**src/rtl/usbh_data_tx.sv**
```systemverilog
// usbh_data_tx: drains the host TX FIFO into one USB DATA packet on the UTMI transmit port.
// Build option USBH_DATA_TX_CRC_EN: append CRC16 here; otherwise the SIE appends it.
module usbh_data_tx #(
    parameter int MAX_LEN = 64,
    parameter int LEN_W   = 7
) (
    input  logic             clk_i,
    input  logic             rst_n_i,
    input  logic             start_i,
    input  logic [7:0]       pid_i,
    input  logic [LEN_W-1:0] len_i,
    output logic             busy_o,
    output logic             done_o,
    output logic             underrun_o,
    input  logic [7:0]       fifo_data_i,
    input  logic             fifo_empty_i,
    output logic             fifo_pop_o,
    output logic [7:0]       utmi_data_o,
    output logic             utmi_txvalid_o,
    input  logic             utmi_txready_i
);

    // state    | meaning
    // S_IDLE   | waiting for start_i
    // S_PID    | sending captured PID byte
    // S_DATA   | streaming payload straight from the FIFO head
    // S_CRC_LO | sending inverted CRC low byte  (CRC build only)
    // S_CRC_HI | sending inverted CRC high byte (CRC build only)
    typedef enum logic [2:0] {
        S_IDLE,
        S_PID,
        S_DATA
`ifdef USBH_DATA_TX_CRC_EN
        , S_CRC_LO
        , S_CRC_HI
`endif
    } state_t;

    state_t           state;
    logic [7:0]       pid_q;
    logic [LEN_W-1:0] len_q;
    logic [LEN_W-1:0] cnt;
    logic [LEN_W-1:0] cnt_nxt;
    logic             tx_accept;

`ifdef USBH_DATA_TX_CRC_EN
    logic [15:0] crc;

    function automatic logic [15:0] crc16_byte(input logic [15:0] c, input logic [7:0] d);
        logic [15:0] r;
        r = c ^ {8'h00, d};
        for (int i = 0; i < 8; i++) begin
            r = r[0] ? ((r >> 1) ^ 16'hA001) : (r >> 1);
        end
        return r;
    endfunction
`endif

    assign cnt_nxt   = cnt + LEN_W'(1);
    assign tx_accept = utmi_txvalid_o && utmi_txready_i;
    assign busy_o    = (state != S_IDLE);

    // Payload path is combinational so the FWFT head moves without a bubble.
    always_comb begin
        utmi_txvalid_o = 1'b0;
        utmi_data_o    = 8'h00;
        fifo_pop_o     = 1'b0;
        case (state)
            S_PID: begin
                utmi_txvalid_o = 1'b1;
                utmi_data_o    = pid_q;
            end
            S_DATA: begin
                utmi_txvalid_o = !fifo_empty_i;
                utmi_data_o    = fifo_data_i;
                fifo_pop_o     = utmi_txready_i && !fifo_empty_i;
            end
`ifdef USBH_DATA_TX_CRC_EN
            S_CRC_LO: begin
                utmi_txvalid_o = 1'b1;
                utmi_data_o    = ~crc[7:0];
            end
            S_CRC_HI: begin
                utmi_txvalid_o = 1'b1;
                utmi_data_o    = ~crc[15:8];
            end
`endif
            default: ;
        endcase
    end

    always_ff @(posedge clk_i) begin
        if (!rst_n_i) begin
            state      <= S_IDLE;
            pid_q      <= 8'h00;
            len_q      <= '0;
            cnt        <= '0;
            done_o     <= 1'b0;
            underrun_o <= 1'b0;
`ifdef USBH_DATA_TX_CRC_EN
            crc        <= 16'hFFFF;
`endif
        end else begin
            done_o     <= 1'b0;
            underrun_o <= 1'b0;
            case (state)
                S_IDLE: begin
                    if (start_i) begin
                        pid_q <= pid_i;
                        len_q <= (len_i > LEN_W'(MAX_LEN)) ? LEN_W'(MAX_LEN) : len_i;
`ifdef USBH_DATA_TX_CRC_EN
                        crc   <= 16'hFFFF;
`endif
                        state <= S_PID;
                    end
                end
                S_PID: begin
                    if (tx_accept) begin
                        cnt <= '0;
                        if (len_q != '0) begin
                            state <= S_DATA;
                        end else begin
`ifdef USBH_DATA_TX_CRC_EN
                            state  <= S_CRC_LO;
`else
                            state  <= S_IDLE;
                            done_o <= 1'b1;
`endif
                        end
                    end
                end
                S_DATA: begin
                    if (fifo_empty_i) begin
                        state      <= S_IDLE;
                        underrun_o <= 1'b1;
                    end else if (utmi_txready_i) begin
`ifdef USBH_DATA_TX_CRC_EN
                        crc <= crc16_byte(crc, fifo_data_i);
`endif
                        cnt <= cnt_nxt;
                        if (cnt_nxt == len_q) begin
`ifdef USBH_DATA_TX_CRC_EN
                            state  <= S_CRC_LO;
`else
                            state  <= S_IDLE;
                            done_o <= 1'b1;
`endif
                        end
                    end
                end
`ifdef USBH_DATA_TX_CRC_EN
                S_CRC_LO: begin
                    if (tx_accept) state <= S_CRC_HI;
                end
                S_CRC_HI: begin
                    if (tx_accept) begin
                        state  <= S_IDLE;
                        done_o <= 1'b1;
                    end
                end
`endif
                default: state <= S_IDLE;
            endcase
        end
    end

endmodule

```
**config.mk**
```make
export PLATFORM = sky130hd
export DESIGN_NAME = usbh_data_tx
export DESIGN_NICKNAME = d
export VERILOG_FILES = /design/src/rtl/usbh_data_tx.sv
export SDC_FILE = /design/constraint.sdc
export NUM_CORES = 1
export LEC_CHECK = 0
export CAP_MARGIN = 0
export CORE_MARGIN = 5
export CORE_UTILIZATION = 50
export DETAILED_ROUTE_END_ITERATION = 10
export DONT_BUFFER_PORTS = 1
export PLACE_DENSITY = 0.75
export SLEW_MARGIN = 20
export SYNTH_ARGS = -nofsm -noshare
export SYNTH_HDL_FRONTEND = slang
export SYNTH_SLANG_ARGS = --single-unit
```
**constraint.sdc**
```tcl
create_clock -name clk_i -period 4.1 [get_ports clk_i]
set_clock_uncertainty 0.2 [all_clocks]
set_input_delay 1.23 -clock clk_i [delete_from_list [all_inputs] [get_ports clk_i]]
set_output_delay 1.23 -clock clk_i [all_outputs]
set_load 0.005 [all_outputs]
```
==> impl_metrics.toml, run 1 <==
[timing]
slew-limit-headroom_pct = 52.0
min_period_ps = 3420
fin_crit_sh_pct = 83.3
setup_tns_ps = 0
fmax_ghz = 0.293
setup_viol = 0
tightest_slew_ps = 719
rsz0062_at_grt = "false"
slew_viol_final = 0
final_hold_viol_count = 0

[floorplan]
dieWidth_um = 64.8
io-pin-count = 41
start_util_pct = 53.4
core_area_um2 = 2810
die_height_um = 64.8
die-area_um2 = 4190
rows = 19

[min_path]
hold_path_class = "reg -> reg"
min-delay-start = "pid_q[2]"
hold_path_depth = 2

[global_routing]
grt_pass1_vias = 1227
grt_first_pass_wirelength_um = 5550
track_usage_pct = 16.3
antenna_found_initial = 0
grt_max_degree = 24
grt_overflow = 0

[cts]
cts.repair.resized = 0
h-tree-depth = 1
clock_tree.root_cell = "clkbuf_4"
hold_buffers = 0
cts_tree = "built"
cts_setup_buffers = 0
cts.sinks = 26
clk_pin_slew_ps = 150
clk_latency_ps = 330
cts_buffers = 3
cts_max_path_buffers = 2

[setup_path]
start_kind = "register"
setup.worst_path.end_class = "output pin"
crit_fanout = 19
critPathKind = "reg -> out"
reg2regPathDepth = 5
r2r_start = "state[0]"
cp-startpoint = "state[0]"
critPathArrivalTime_ps = 1990
required_ps = 2670

[finish]
diodes = 0
syn_to_final_growth_pct = 3.84
postLayoutCoreUtil_pct = 55.5
final_common_cell = "nand2_1"
fin_nets = 220
drive_above_1_share_pct = 5.88
most-common-layout-cells = "34 x nand2_1, 26 x dfxtp_1, 22 x a21oi_1"
stdcell_area_um2 = 1560

[placed_design]
portBuffers = 0
dpl.hpwl_um = 2680
placed_cell_area_um2 = 1500
gp_congestion = 0.824

[power_and_ir_drop]
leakagePower_uw = 0.000535
ir_worst_vdd_uv = 302
p_per_area_nw_per_um2 = 365

[synthesis]
seq_area_frac_synth_pct = 34.7
synth.avg_cell_area_um2 = 7.81
synthCells = 192
yosysWarnings = 0
ys_seq_elements = 26
syn_area_um2 = 1500
syn_nets = 224
yosysUniqueCellTypes = 39

[detailed_routing]
viasPerCell = 6.27
dr.pass1.iters = 4
route.detailed.drc = 0
routed_wl_um = 3540
drtIter0Drc = 92
avgRoutedWirePerCell_um = 16.3
antenna_left = 0
vias = 1367

[job]
max_cap_violations = 0

[run_status]
status = "completed"
[worst max-delay path: stages (launching register included)]
cell,delay (ps)
dfxtp_1,360
inv_1,110
ha_1,590
nor2b_1,390
and2_1,200
[metrics by stage]
step / total power (uW) / worst slack, ps / instances / hold WS (ps)
floorplan: 371 / 1030 / 192 / 237
global placement: 386 / 977 / 214 / 243
detailed placement: 393 / 966 / 214 / 251
CTS: 570 / 689 / 218 / 270
global route: 593 / 497 / 218 / 293
finish: 569 / 684 / 218 / 270
[layout make-up]
| class | instances | area (um2) |
|---|---|---|
| multi-input cells | 152 | 926 |
| flip-flops and latches | 26 | 520 |
| fillers | 287 | 1250 |
| well taps | 31 | 38.8 |
| clock buffers | 3 | 22.5 |
| inverters | 5 | 18.8 |
| clock inverters | 1 | 30.0 |
[sequential cells by signal (all words and copies together), names as in the netlist]
name        flops
pid_q           8
underrun_o      1
state           2
cnt             7
len_q           7
done_o          1
[report_power, final]
part           leakage, uW  internal [uW]  switching (uW)
registers         0.000212            266            9.41
logic             0.000295           43.1            70.7
clock network    0.0000279           98.9            80.7
total             0.000535            408             161
[kinds of logic after synthesis]
| logic type | after synthesis | synth area share (%) |
|---|---|---|
| and+or+nand+nor | 91 | 31.5 |
| AOI/OAI and AO/OA | 49 | 22.2 |
| xor gates and xnor gates | 7 | 4.09 |
| buffers and inverters | 14 | 3.51 |
| DFF | 26 | 34.7 |
| adders and majority gates | 4 | 3.34 |
| muxes | 1 | 0.668 |
[final timing paths]
path | slack, ps | end
worst min-delay path | 270 | pid_q[2]
worst max-delay path | 680 | fifo_pop_o
worst max register to register | 1670 | cnt[2]
worst min register to register | 270 | pid_q[2]
[layer usage]
metal  share of wire (%)  routed length [um]  GRT usage (%)
met3                 7.0                 248           5.53
met2                  51                1800           28.9
met1                  42                1480           19.0
met4                0.37                  13           3.43
met5                   0                   0              0
[cell usage after synthesis]
master     number  area share [%]
and3_2          1            0.50
o32ai_1         1            0.58
a2111oi_4       1             1.8
nand2b_1        3             1.3
inv_1           5             1.3
mux2i_1         1            0.67
a31o_2          1            0.58
nor3b_1         1            0.50
buf_1           1            0.25
nor2b_1        11             4.6
o21a_1          2             1.0
nand3_1         3             1.0
nor2_1         11             2.8
o211a_1         1            0.67
nor4_1          1            0.42
dfxtp_1        26              35
clkbuf_1        8             2.0
nand3b_1        7             3.5
and2_1          7             2.9
o31ai_1         2             1.0
a2bb2oi_1       1            0.58
o21ai_0         4             1.3
a21oi_1        22             7.3
or3_4           1            0.75
xnor2_1         4             2.3
nor3_1          3             1.0
a211oi_2        1            0.83
nor4b_1         1            0.58
nand4_1         4             1.7
a21o_1          2             1.0
a22oi_1         8             4.0
ha_1            4             3.3
or4_1           1            0.50
or3b_2          1            0.58
a31oi_1         2            0.83
xor2_1          3             1.8
o2111ai_1       1            0.58
nand2_1        34             8.5
or2_2           1            0.42
(Power assumes the default switching activity.)
==> run 2: changes to the inputs <==
- clock period: 4.1 -> 3.3 ns (I/O delays scaled with it)
==> run 2 against run 1 <==
Net effect: die area unchanged; utilization increased by 0.27 points; power up 24%; highest routed layer unchanged; non-clock buffer count increased by 1; register-to-register slack got worse by 720 ps; first-iteration DRC count grew 15%; worst hold slack better by 0.54 ps; sequential share of layout area fell by 0.16 points; largest cell class unchanged; clock-buffer cell count did not move; sequential power rose by 24%; cell area up 0.48%; combinational power rose by 23%.
==> impl_metrics.toml, run 2 (synthesis results as in run 1) <==
[finish]
filler_cell_count = 274
drive_above_1_share_pct = 6.38
most-common-layout-cells = "34 x nand2_1, 26 x dfxtp_1, 22 x a21oi_1"
top_register = "pid_q"
largest_register_ffs = 8
final_cells = 219
top_regs = "pid_q x8, cnt x7, len_q x7"
syn_to_final_growth_pct = 4.34
final_common_cell = "nand2_1"
diodes = 0
fin_nets = 221

[placed_design]
portBuffers = 0
dpl.hpwl_um = 2650
gp_congestion = 0.856
dp_cells = 215

[cts]
cts_setup_buffers = 0
clk_latency_ps = 330
cts.repair.resized = 0
clk_pin_slew_ps = 150
h-tree-depth = 1
cts_buffers = 3
cts_tree = "built"
clock_tree.root_cell = "clkbuf_4"
hold_buffers = 0
cts_max_path_buffers = 2
cts.sinks = 26

[detailed_routing]
antenna_left = 0
dr.pass1.iters = 5
viasPerCell = 6.07
avgRoutedWirePerCell_um = 15.7
vias = 1329
drtIter0Drc = 106
route.detailed.drc = 0
routed_wl_um = 3440

[timing]
fin_crit_sh_pct = 87.8
min_period_ps = 2900
setup_tns_ps = 0
tightest_slew_ps = 731
setup_viol = 0
fin_hold_ws_ps = 270
slew-limit-headroom_pct = 51.2
slew_viol_final = 0
rsz0062_at_grt = "false"
final_hold_viol_count = 0
fmax_ghz = 0.345

[floorplan]
die_height_um = 64.8
die-area_um2 = 4190
start_util_pct = 53.4
core_area_um2 = 2810
io-pin-count = 41
rows = 19
dieWidth_um = 64.8

[global_routing]
track_usage_pct = 16.4
grt_max_degree = 24
antenna_found_initial = 0
grt_first_pass_wirelength_um = 5630
grt_pass1_vias = 1252
grt_overflow = 0

[power_and_ir_drop]
pwr-share-clk_pct = 31.5
power_frac_seq_pct = 48.6
p_sw_share_pct = 28.0
finalPower_uw = 704
ir_worst_vdd_uv = 334
p_int_uw = 507
leakagePower_uw = 0.000540
p_per_area_nw_per_um2 = 450
power_switching_uw = 197
p_comb_share_pct = 19.9

[setup_path]
critPathKind = "reg -> out"
critPathArrivalTime_ps = 1710
required_ps = 2110
setup.worst_path.end_class = "output pin"
crit_fanout = 10
start_kind = "register"

[job]
max_cap_violations = 0

[min_path]
hold_path_class = "reg -> reg"

[run_status]
status = "completed"
[run 2: cell types whose count changed in the layout (fill, tap and decap cells not counted), sizes merged]
cell / before / now
buf: 0 / 1
[run 2: cell type report]
cell class / instances / area (um2) / area share, %
Tap cell: 31 / 38.8 / 2.48
Sequential cell: 26 / 520 / 33.3
Timing Repair Buffer: 1 / 7.51 / 0.480
Clock buffer: 3 / 22.5 / 1.44
Inverter: 5 / 18.8 / 1.20
Clock inverter: 1 / 30.0 / 1.92
Multi-Input combinational cell: 152 / 926 / 59.2
[run 2: final timing paths]
kind	from	to	slack, ps	cells after the start
setup / recovery	state[0]	fifo_pop_o	400	4
hold / removal	pid_q[4]	pid_q[4]	270	2
setup reg to reg	state[0]	cnt[2]	950	6
hold reg to reg	pid_q[4]	pid_q[4]	270	2
[run 2: metal layers]
layer	GRT usage, %	share of wire (%)	vias up
li1	-	-	664
met1	19.5	44	616
met2	29.4	49	45
met3	4.66	5.7	4
met4	3.69	0.79	0
met5	0	0	-
[run 2: per-stage QoR]
stage	worst slack, ps	utilization [%]	cell area (um2)
6_report	402	55.8	1560
5_1_grt	274	55.8	1560
4_1_cts	398	55.8	1560
3_5_place_dp	645	53.9	1510
3_3_place_gp	653	53.9	1510
2_1_floorplan	707	-	1500
[run 2: worst max-delay path, cell delays in order (launching register included)]
cell and delay (ps):
dfxtp_1 350, inv_1 110, ha_1 350, nor2b_1 360
and2_1 200
[run 2: power groups by stage]
| stage | combinational, uW | sequential (uW) | clock [uW] |
|---|---|---|---|
| floorplan | 115 | 346 | 0 |
| global placement | 132 | 348 | 0 |
| detailed placement | 139 | 349 | 0 |
| CTS | 139 | 342 | 227 |
| global route | 157 | 344 | 235 |
| finish | 140 | 342 | 222 |
==> run 3: changes to the inputs <==
- BUFFER_PORTS_ARGS: not set -> -buffer_cell sky130_fd_sc_hd__buf_2
- DONT_BUFFER_PORTS: 1 -> not set
- PLACE_DENSITY: 0.75 -> 0.77
==> run 3 against run 2 <==
Net effect: maximum frequency decreased by 4.1%; cell area increased by 13%; global-route usage increased by 0.36 points; largest power group unchanged; highest routed layer unchanged; worst hold slack got worse by 1.5 ps; critical path depth increased by 1; final cell count increased by 18%; sequential cell count unchanged; sequential share of layout area decreased by 3.8 points; via count increased by 8.7%; sequential power about the same; power increased by 2.0%; clock power decreased by 3%.
==> impl_metrics.toml, run 3 (synthesis results as in run 1) <==
[run_status]
status = "completed"

[cts]
clk_latency_ps = 320
cts.repair.resized = 0
h-tree-depth = 1
clk_pin_slew_ps = 140
cts_setup_buffers = 0
cts_buffers = 3
cts.sinks = 26
hold_buffers = 0
cts_tree = "built"
clock_tree.root_cell = "clkbuf_4"
cts_max_path_buffers = 2

[timing]
fmax_ghz = 0.331
tightest_slew_ps = 738
slew-limit-headroom_pct = 50.7
rsz0062_at_grt = "false"
setup_viol = 0
min_period_ps = 3020
final_hold_viol_count = 0
setup_tns_ps = 0
slew_viol_final = 0
fin_crit_sh_pct = 91.6

[global_routing]
grt_first_pass_wirelength_um = 5780
grt_max_degree = 24
track_usage_pct = 16.8
antenna_found_initial = 0
grt_pass1_vias = 1333
grt_overflow = 0

[detailed_routing]
antenna_left = 0
route.detailed.drc = 0
vias = 1445
viasPerCell = 5.58
routed_wl_um = 3440
drtIter0Drc = 118
dr.pass1.iters = 4
avgRoutedWirePerCell_um = 13.3

[setup_path]
crit_fanout = 10
required_ps = 2110
crit-reg2reg-capture = "cnt[2]"
r2r_start = "state[0]"
start_kind = "register"
critPathArrivalTime_ps = 1830
setup.worst_path.end_class = "output pin"
reg2reg_slack_ps = 940
cp_cell_sequence = "inv_1 > ha_1 > nor2b_1 > and2_1 > buf_2"
critPathKind = "reg -> out"
cp_slowest_cell = "ha_1"
cp-startpoint = "state[0]"
critical-path-max-stage-delay_ps = 390
reg2regPathDepth = 7

[power_and_ir_drop]
pwr-share-clk_pct = 30.0
p_int_uw = 522
power_frac_seq_pct = 47.6
leakagePower_uw = 0.000718
ir_worst_vdd_uv = 208
p_sw_share_pct = 27.4
p_comb_share_pct = 22.4
power_switching_uw = 197
p_per_area_nw_per_um2 = 407

[placed_design]
gp_congestion = 0.863
portBuffers = 40
dpl.hpwl_um = 2630
dp_cells = 255

[floorplan]
die_height_um = 64.8
start_util_pct = 53.4
dieWidth_um = 64.8
io-pin-count = 41
die-area_um2 = 4190
rows = 19
core_area_um2 = 2810

[finish]
top_regs = "pid_q x8, cnt x7, len_q x7"
fin_nets = 261
largest_register_ffs = 8
final_cells = 259
filler_cell_count = 265
most-common-layout-cells = "40 x buf_2, 34 x nand2_1, 26 x dfxtp_1"
syn_to_final_growth_pct = 17.7
top_register = "pid_q"
drive_above_1_share_pct = 22.8
final_common_cell = "buf_2"
diodes = 0

[min_path]
hold_path_depth = 2
hold_end = "pid_q[7]"
min-delay-start = "pid_q[7]"
hold_path_class = "reg -> reg"

[job]
max_cap_violations = 0
run 3: cell count changes in the layout (fill, tap and decap cells not counted):
| cell | previous run | this run |
|---|---|---|
| buf_2 | 0 | 40 |
run 3: how the worst max path moves through the flow:
stage	end	slack [ps]
detailed placement	fifo_pop_o	440
floorplan	fifo_pop_o	710
global placement	fifo_pop_o	470
global route	fifo_pop_o	120
finish	fifo_pop_o	280
CTS	fifo_pop_o	270
run 3: routing by layer:
metal | up-vias | GRT usage, % | wire length, um
li1 | 746 | - | -
met1 | 653 | 21.2 | 1530
met2 | 44 | 28.6 | 1630
met3 | 2 | 4.84 | 263
met4 | 0 | 3.43 | 13
met5 | - | 0 | 0
run 3: power groups by stage:
stage	clock, uW	sequential [uW]	combinational [uW]
final	216	342	161
after global routing	233	344	181
after CTS	222	342	162
after detailed placement	0	349	161
after global placement	0	348	160
after floorplan	0	346	115
run 3: metrics by stage:
stage	util, %	power (uW)	setup slack, ps	hold slack (ps)	instance area, um2
final	62.9	718	278	269	1760
after global routing	62.9	759	122	290	1760
after CTS	62.9	726	271	268	1760
after detailed placement	61.0	509	440	250	1710
after global placement	61.0	508	469	247	1710
after floorplan	-	461	707	237	1500
run 3: cell type report:
class | instances | area (um2) | area share [%]
multi-input cells | 152 | 926 | 52.5
flip-flops and latches | 26 | 520 | 29.5
repair buffers | 41 | 208 | 11.8
well taps | 31 | 38.8 | 2.20
clock inverters | 1 | 30.0 | 1.70
clock buffers | 3 | 22.5 | 1.28
inverters | 5 | 18.8 | 1.06
run 3: worst max-delay path, delay by kind of cell (launching register included):
family / cells / cell delay (ps)
and+or+nand+nor: 2 / 550
adders and majority gates: 1 / 390
buffers and inverters: 2 / 200
DFF: 1 / 360
